[src/rtl/res_drain_buf.sv]
// Wide-in / narrow-out drain buffer: accepts IN packed result elements per beat
// and streams them out one element per cycle in lane order (lane 0 first).
module res_drain_buf #(
  parameter int DEPTH = 8,
  parameter int WIDTH = 16,
  parameter int IN    = 2
) (
  input  logic                     clk,
  input  logic                     rst_n,
  input  logic                     flush,
  input  logic                     in_valid,
  input  logic [WIDTH*IN-1:0]      in_data,
  output logic                     in_ready,
  output logic                     out_valid,
  output logic [WIDTH-1:0]         out_data,
  input  logic                     out_ready,
  output logic [$clog2(DEPTH):0]   count,
  output logic                     full,
  output logic                     empty
);

  localparam int AW = $clog2(DEPTH);
  localparam int PW = AW + 1;
  localparam logic [PW-1:0] STEP_IN  = PW'(IN);
  localparam logic [PW-1:0] FILL_LIM = PW'(DEPTH - IN);
  localparam logic [PW-1:0] CAP      = PW'(DEPTH);

  logic [PW-1:0]    w_ptr_q, w_ptr_d;
  logic [PW-1:0]    r_ptr_q, r_ptr_d;
  logic [WIDTH-1:0] mem [DEPTH];
  logic             push;
  logic             pop;

  // Status is derived purely from the registered pointers, so no output
  // depends combinationally on in_valid or out_ready.
  assign count     = w_ptr_q - r_ptr_q;
  assign full      = (count == CAP);
  assign empty     = (count == '0);
  assign in_ready  = (count <= FILL_LIM);
  assign out_valid = !empty;
  assign out_data  = out_valid ? mem[r_ptr_q[AW-1:0]] : '0;

  assign push = in_valid && in_ready && !flush;
  assign pop  = out_valid && out_ready && !flush;

  always_comb begin
    w_ptr_d = w_ptr_q;
    r_ptr_d = r_ptr_q;
    if (flush) begin
      w_ptr_d = '0;
      r_ptr_d = '0;
    end else begin
      case ({push, pop})
        2'b10: w_ptr_d = w_ptr_q + STEP_IN;
        2'b01: r_ptr_d = r_ptr_q + PW'(1);
        2'b11: begin
          w_ptr_d = w_ptr_q + STEP_IN;
          r_ptr_d = r_ptr_q + PW'(1);
        end
        default: ;
      endcase
    end
  end

  always_ff @(posedge clk or negedge rst_n) begin
    if (!rst_n) begin
      w_ptr_q <= '0;
      r_ptr_q <= '0;
    end else begin
      w_ptr_q <= w_ptr_d;
      r_ptr_q <= r_ptr_d;
    end
  end

  // Storage carries no reset; lane k lands at w_ptr+k, wrapping modulo DEPTH.
  always_ff @(posedge clk) begin
    if (push) begin
      for (int k = 0; k < IN; k++) begin
        mem[AW'(w_ptr_q[AW-1:0] + AW'(k))] <= in_data[WIDTH*(IN-k)-1 -: WIDTH];
      end
    end
  end

endmodule

[config.mk]
export PLATFORM = sky130hd
export DESIGN_NAME = res_drain_buf
export DESIGN_NICKNAME = d
export VERILOG_FILES = /design/src/rtl/res_drain_buf.sv
export SDC_FILE = /design/constraint.sdc
export NUM_CORES = 1
export LEC_CHECK = 0
export BUFFER_PORTS_ARGS = -buffer_cell sky130_fd_sc_hd__buf_2
export CAP_MARGIN = 20
export CORE_MARGIN = 2
export CORE_UTILIZATION = 64
export CTS_CLUSTER_DIAMETER = 30
export DETAILED_ROUTE_END_ITERATION = 12
export GPL_TIMING_DRIVEN = 0
export PLACE_DENSITY = 0.89
export SYNTH_ARGS = -nofsm -noshare
export SYNTH_HDL_FRONTEND = slang
export SYNTH_SLANG_ARGS = --single-unit
[constraint.sdc]
create_clock -name clk -period 10.7 [get_ports clk]
set_clock_uncertainty 0.2 [all_clocks]
set_input_delay 2.14 -clock clk [delete_from_list [all_inputs] [get_ports clk]]
set_output_delay 2.14 -clock clk [all_outputs]
set_load 0.03 [all_outputs]
==> impl_metrics.csv, run 1 <==
group,metric,value,unit
yosys,synth_fp_nets,437,
sta,fin_crit_sh,65.6,%
floorplanning,initial_core_util,66.4,%
placed_design,portBuffers,60,
floorplanning,dieArea,11000,µm²
clocking,postCtsSetupRepairBufs,0,
yosys,postSynthCellCount,389,
detailed_routing,vias,3912,
detailed_routing,drt_wl_total,15.3,mm
setup_path,critical_path_class,"reg2out",
setup_path,rr_startpoint,"r_ptr_q[2]$_DFFE_PN0P_",
clocking,clk_path_buf_depth,2,
yosys,synthFlopType,"edfxtp_1",
placed_design,place_hpwl,8.65,mm
sta,tightest_slew,0.968,ns
setup_path,startpoint,"r_ptr_q[2]$_DFFE_PN0P_",
sta,period_minus_slack,7.02,ns
clocking,htree_levels,4,
sta,holdWs,0.403,ns
job,maxCapViolations,0,
clocking,cts_hold_buf,0,
layout,fin_cells,614,
global_route,grt_max_degree,17,
yosys,synth_common_cells,"128 x edfxtp_1, 36 x nand2_1, 34 x mux2_2",
placed_design,place_congestion,0.824,
sta,setup_viol,0,
detailed_routing,avgViaCountPerCell,6.37,
clocking,clk_pin_slew,0.06,ns
clocking,clk_latency,0.54,ns
setup_path,worstSetupStartpointType,"flop",
global_route,grt-ovfl-total,0,
clocking,tritoncts,"yes",
detailed_routing,firstDrtPassIters,5,
clocking,cts_root_buf,"clkbuf_8",
power_and_ir_drop,p_total,2.20,mW
sta,slew_headroom,35.5,%
floorplanning,fp.dieW,105,µm
detailed_routing,final_antenna_net_count,0,
sta,rsz0062_at_grt,"false",
layout,drive_above_1_share,41.8,%
yosys,synth_top_area_share,59.0,%
yosys,synth_area,6520,µm²
yosys,avgSynthCellArea,16.8,µm²
yosys,yosysMostFrequentCell,"edfxtp_1",
setup_path,required,8.36,ns
min_path,hp-start,"r_ptr_q[3]$_DFFE_PN0P_",
sta,fmax,142,MHz
clocking,ctsResizeCount,0,
min_path,hold_class,"reg2reg",
layout,final_core_util,77.4,%
yosys,ys_ff_latch,135,
layout,area_delta_synth_final,16.6,%
floorplanning,fp-row-count,36,
run_status,outcome,"completed",
yosys,yosysWarnings,0,
clocking,clock-sinks,135,
layout,nNetsFinal,516,
floorplanning,dieHeight,105,µm
setup_path,crit_fanout,10,
yosys,synth_edf_count,128,
setup_path,worstPathArrival,4.68,ns
global_route,grt_pass1_wl,23.1,mm
sta,slew_viol_final,0,
floorplanning,ios,61,
sta,hold_violations,0,
power_and_ir_drop,power_density,289,nW/µm²
layout,antennaDiodeCount,0,
yosys,synth_cell_types,37,
yosys,synthArstFlopShare,5.19,%
floorplanning,coreArea,9820,µm²
global_route,grt_pass1_vias,3945,
clocking,numCtsBuffers,17,
yosys,synth_area_leaders,"edfxtp_1 59%, mux4_2 11%, mux2_2 5.9%, mux2_4 5.5%, dfrtp_1 2.7%",
detailed_routing,drc,0,
yosys,yosysSeqAreaShare,61.7,%
setup_path,worst_setup_path_end_kind,"output pin",
power_and_ir_drop,ir_worst_vdd,0.000191,V
global_route,grt_usage,29.5,%
detailed_routing,routedWlPerCell,24.9,µm
detailed_routing,drtIter0Drc,476,
placed_design,place_inst,582,
yosys,yosysTopAreaCell,"edfxtp_1",
global_route,antenna_found_initial,0,
power_and_ir_drop,leakage,2.87,nW
sta,finalSetupTns,0,ns
-- path summary, 6_finish.rpt --
kind / endpoint / slack (ns) / depth (start not counted)
setup / recovery: out_data[7] / 3.68 / 12
hold reg to reg: r_ptr_q[3]$_DFFE_PN0P_ / 0.40 / 2
setup reg to reg: mem[1][9]$_DFFE_PP_ / 5.99 / 11
hold / removal: r_ptr_q[3]$_DFFE_PN0P_ / 0.40 / 2
min in group asynchronous: r_ptr_q[3]$_DFFE_PN0P_ / 1.22 / 1
max in group asynchronous: r_ptr_q[0]$_DFFE_PN0P_ / 8.91 / 1
-- worst max-delay path, cell delays in order (launching register included) --
cell and delay (ns):
dfrtp_1 0.35, clkbuf_1 0.47, clkinv_1 0.51, clkbuf_1 0.42, ha_1 0.42, a21oi_1 0.31
a21oi_2 0.14, nor2_2 0.19, inv_1 0.10, nor2_2 0.49, buf_2 0.39, a21oi_1 0.12
buf_2 0.20
-- placed cells by master, fill, tap and decap left out, types with 8 or more instances in the layout --
master / instances
nand2_1: 36
mux4_2: 32
ha_1: 10
inv_1: 16
mux2_2: 34
a21oi_1: 17
mux2_4: 24
buf_2: 65
clkbuf_16: 16
nor2_1: 8
edfxtp_1: 128
clkbuf_1: 24
-- state kept, by name (all words and copies together) (netlist names) --
register,flops
r_ptr_q,4
w_ptr_q,3
mem,128
-- report_power, final --
group	total, mW	internal [mW]	leakage [nW]	switching, mW
Sequential	0.667	0.645	1.25	0.0219
Combinational	0.927	0.328	1.32	0.599
Clock	0.602	0.380	0.296	0.223
Total	2.20	1.35	2.87	0.844
-- stage by stage --
step	setup slack, ns	instance area (µm²)
finish	3.68	7600
CTS	3.79	7600
detailed placement	4.42	6990
global route	3.56	7600
global placement	4.47	6990
floorplan	5.33	6520
-- routing by layer --
layer | up-vias | track usage, % | part of all wire (%)
li1 | 1634 | - | -
met4 | 0 | 15.9 | 3.6
met3 | 54 | 6.43 | 9.4
met2 | 286 | 47.9 | 50
met5 | - | 0 | 0
met1 | 1938 | 37.4 | 37
-- logic make-up (layout without fill, tap and decap cells) --
logic type	count (synthesis)	count (layout)	synth area share, %
flip-flops	135	135	61.7
multiplexers	99	99	24.0
XOR/XNOR	7	7	0.941
AND/OR/NAND/NOR	63	63	5.22
AO/OA/AOI/OAI	22	22	1.88
buffers and inverters	52	144	4.13
adder cells (fa/ha/maj)	11	11	2.23
-- layout make-up --
cell class / count / area (µm²)
inverters: 17 / 63.8
multi-input cells: 202 / 2230
fillers: 552 / 2220
clock buffers: 21 / 469
well taps: 133 / 166
clock inverters: 11 / 145
plain buffers: 35 / 205
flip-flops and latches: 135 / 4020
repair buffers: 60 / 300
Power figures use the tool's default switching activity.
==> inputs of run 2 (changes only) <==
- CORE_UTILIZATION: 64 -> 54
- PLACE_DENSITY: 0.89 -> 0.81
- clock period: 10.7 -> 6.17 ns (I/O delays scaled with it)
==> run 2 against run 1 <==
Critical path depth stayed put. Die area increased by 18%. Total power is 73% higher. Sequential share of layout area decreased by 0.11 points. Combinational power rose by 75%. Worst hold slack improved by 0.020 ns. Non-clock buffer count is the same. Final area rose by 0.21%. Largest cell class unchanged.
==> impl_metrics.csv, run 2 (synthesis results as in run 1) <==
group,metric,value,unit
sta,slew_headroom,28.5,%
layout,area_delta_synth_final,16.8,%
job,maxCapViolations,0,
detailed_routing,routedWlPerCell,24.1,µm
min_path,hold_class,"reg2reg",
sta,fmax,172,MHz
power_and_ir_drop,leakage,2.86,nW
clocking,numCtsBuffers,17,
detailed_routing,avgViaCountPerCell,6.12,
global_route,grt_pass1_vias,4026,
sta,tightest_slew,1.07,ns
setup_path,worst_setup_path_end_kind,"output pin",
sta,finalSetupTns,0,ns
global_route,grt-ovfl-total,0,
power_and_ir_drop,power_density,499,nW/µm²
global_route,grt_max_degree,17,
layout,multi_input_area,2240,µm²
clocking,htree_levels,4,
layout,nNetsFinal,516,
clocking,clk_pin_slew,0.06,ns
clocking,clk_path_buf_depth,2,
floorplanning,ios,61,
clocking,tritoncts,"yes",
setup_path,worstSetupStartpointType,"flop",
global_route,grt_pass1_wl,22.9,mm
setup_path,critical_path_class,"reg2out",
sta,rsz0062_at_grt,"false",
detailed_routing,drtIter0Drc,356,
layout,seqCellArea,4020,µm²
floorplanning,dieHeight,114,µm
floorplanning,dieArea,13000,µm²
run_status,outcome,"completed",
clocking,clock-sinks,135,
setup_path,worstPathArrival,4.38,ns
floorplanning,fp.dieW,114,µm
layout,drive_above_1_share,41.8,%
clocking,postCtsSetupRepairBufs,0,
clocking,clk_latency,0.42,ns
layout,antennaDiodeCount,0,
detailed_routing,vias,3843,
setup_path,required,4.74,ns
floorplanning,fp-row-count,40,
floorplanning,coreArea,11900,µm²
setup_path,crit_fanout,10,
detailed_routing,drt_wl_total,15.1,mm
min_path,min_delay_path_depth,2,
setup_path,rr_worst_depth,10,
sta,hold_violations,0,
floorplanning,initial_core_util,54.7,%
power_and_ir_drop,ir_worst_vdd,0.000261,V
power_and_ir_drop,p_total,3.80,mW
placed_design,place_congestion,0.787,
sta,slew_viol_final,0,
layout,final_cell_mix,"128 x edfxtp_1, 65 x buf_2, 36 x nand2_1, 34 x mux2_2, 32 x mux4_2",
layout,final.fill_count,812,
sta,period_minus_slack,5.82,ns
placed_design,place_hpwl,9.00,mm
detailed_routing,drc,0,
placed_design,portBuffers,60,
global_route,antenna_found_initial,0,
global_route,grt_usage,24.7,%
sta,setup_viol,0,
detailed_routing,final_antenna_net_count,0,
clocking,cts_root_buf,"clkbuf_16",
layout,largest_reg_flops,128,
detailed_routing,firstDrtPassIters,5,
layout,layout_commonest_cell,"edfxtp_1",
sta,fin_crit_sh,94.3,%
## run 2: report_power, final
group / internal [mW] / switching (mW) / total (mW)
sequential: 1.12 / 0.0336 / 1.15
clock: 0.635 / 0.394 / 1.03
combinational: 0.573 / 1.05 / 1.62
total: 2.33 / 1.47 / 3.80
## run 2: layout make-up
| class | instances | share of cell area, % |
|---|---|---|
| inverters | 17 | 0.887 |
| clock buffers | 17 | 5.59 |
| flip-flops and latches | 135 | 52.8 |
| multi-input cells | 202 | 29.4 |
| well taps | 147 | 2.41 |
| clock inverters | 15 | 2.35 |
| plain buffers | 35 | 2.69 |
| repair buffers | 60 | 3.94 |
## run 2: final timing paths
kind | start | end | slack (ns)
setup / recovery | r_ptr_q[2]$_DFFE_PN0P_ | out_data[12] | 0.35
hold / removal | r_ptr_q[3]$_DFFE_PN0P_ | r_ptr_q[3]$_DFFE_PN0P_ | 0.42
setup reg to reg | r_ptr_q[2]$_DFFE_PN0P_ | mem[7][1]$_DFFE_PP_ | 1.40
hold reg to reg | r_ptr_q[3]$_DFFE_PN0P_ | r_ptr_q[3]$_DFFE_PN0P_ | 0.42
max in group asynchronous | rst_n | w_ptr_q[2]$_DFFE_PN0P_ | 5.18
min in group asynchronous | rst_n | r_ptr_q[3]$_DFFE_PN0P_ | 0.43
## run 2: metrics by stage
stage                     utilization, %  hold slack, ns  instance area [µm²]  cells  worst slack [ns]
after CTS                           63.9           0.427                 7610    628             0.131
final                               63.9           0.423                 7620    628             0.352
after floorplan                        -           0.354                 6520    389              1.71
after detailed placement            58.8           0.412                 7000    596             0.630
after global routing                63.9           0.443                 7620    628             0.126
after global placement              58.8           0.374                 7000    596             0.786
## run 2: layer usage
layer  vias up  wire length (µm)  GRT usage, %  share of wire (%)
li1       1631                 -             -                  -
met1      1958              5820          31.8                 38
met2       216              7670          40.6                 51
met3        38              1220          6.48                8.0
met4         0               443          9.27                2.9
met5         -                 0             0                  0
## run 2: what timing repair did
action / CTS / global route
hold buffers: 0 / 0
setup endpoints to repair: 0 / 10
resized for setup: 0 / 2
## run 2: critical path: stages, from the launching register on
cell and delay, ns:
dfrtp_1 0.32, clkbuf_1 0.54, clkinvlp_4 0.47, clkbuf_1 0.40, ha_1 0.43, a21oi_1 0.31
a21oi_2 0.13, nor2_2 0.20, inv_1 0.12, nor2_4 0.34, buf_2 0.36, a21oi_1 0.10
buf_2 0.20
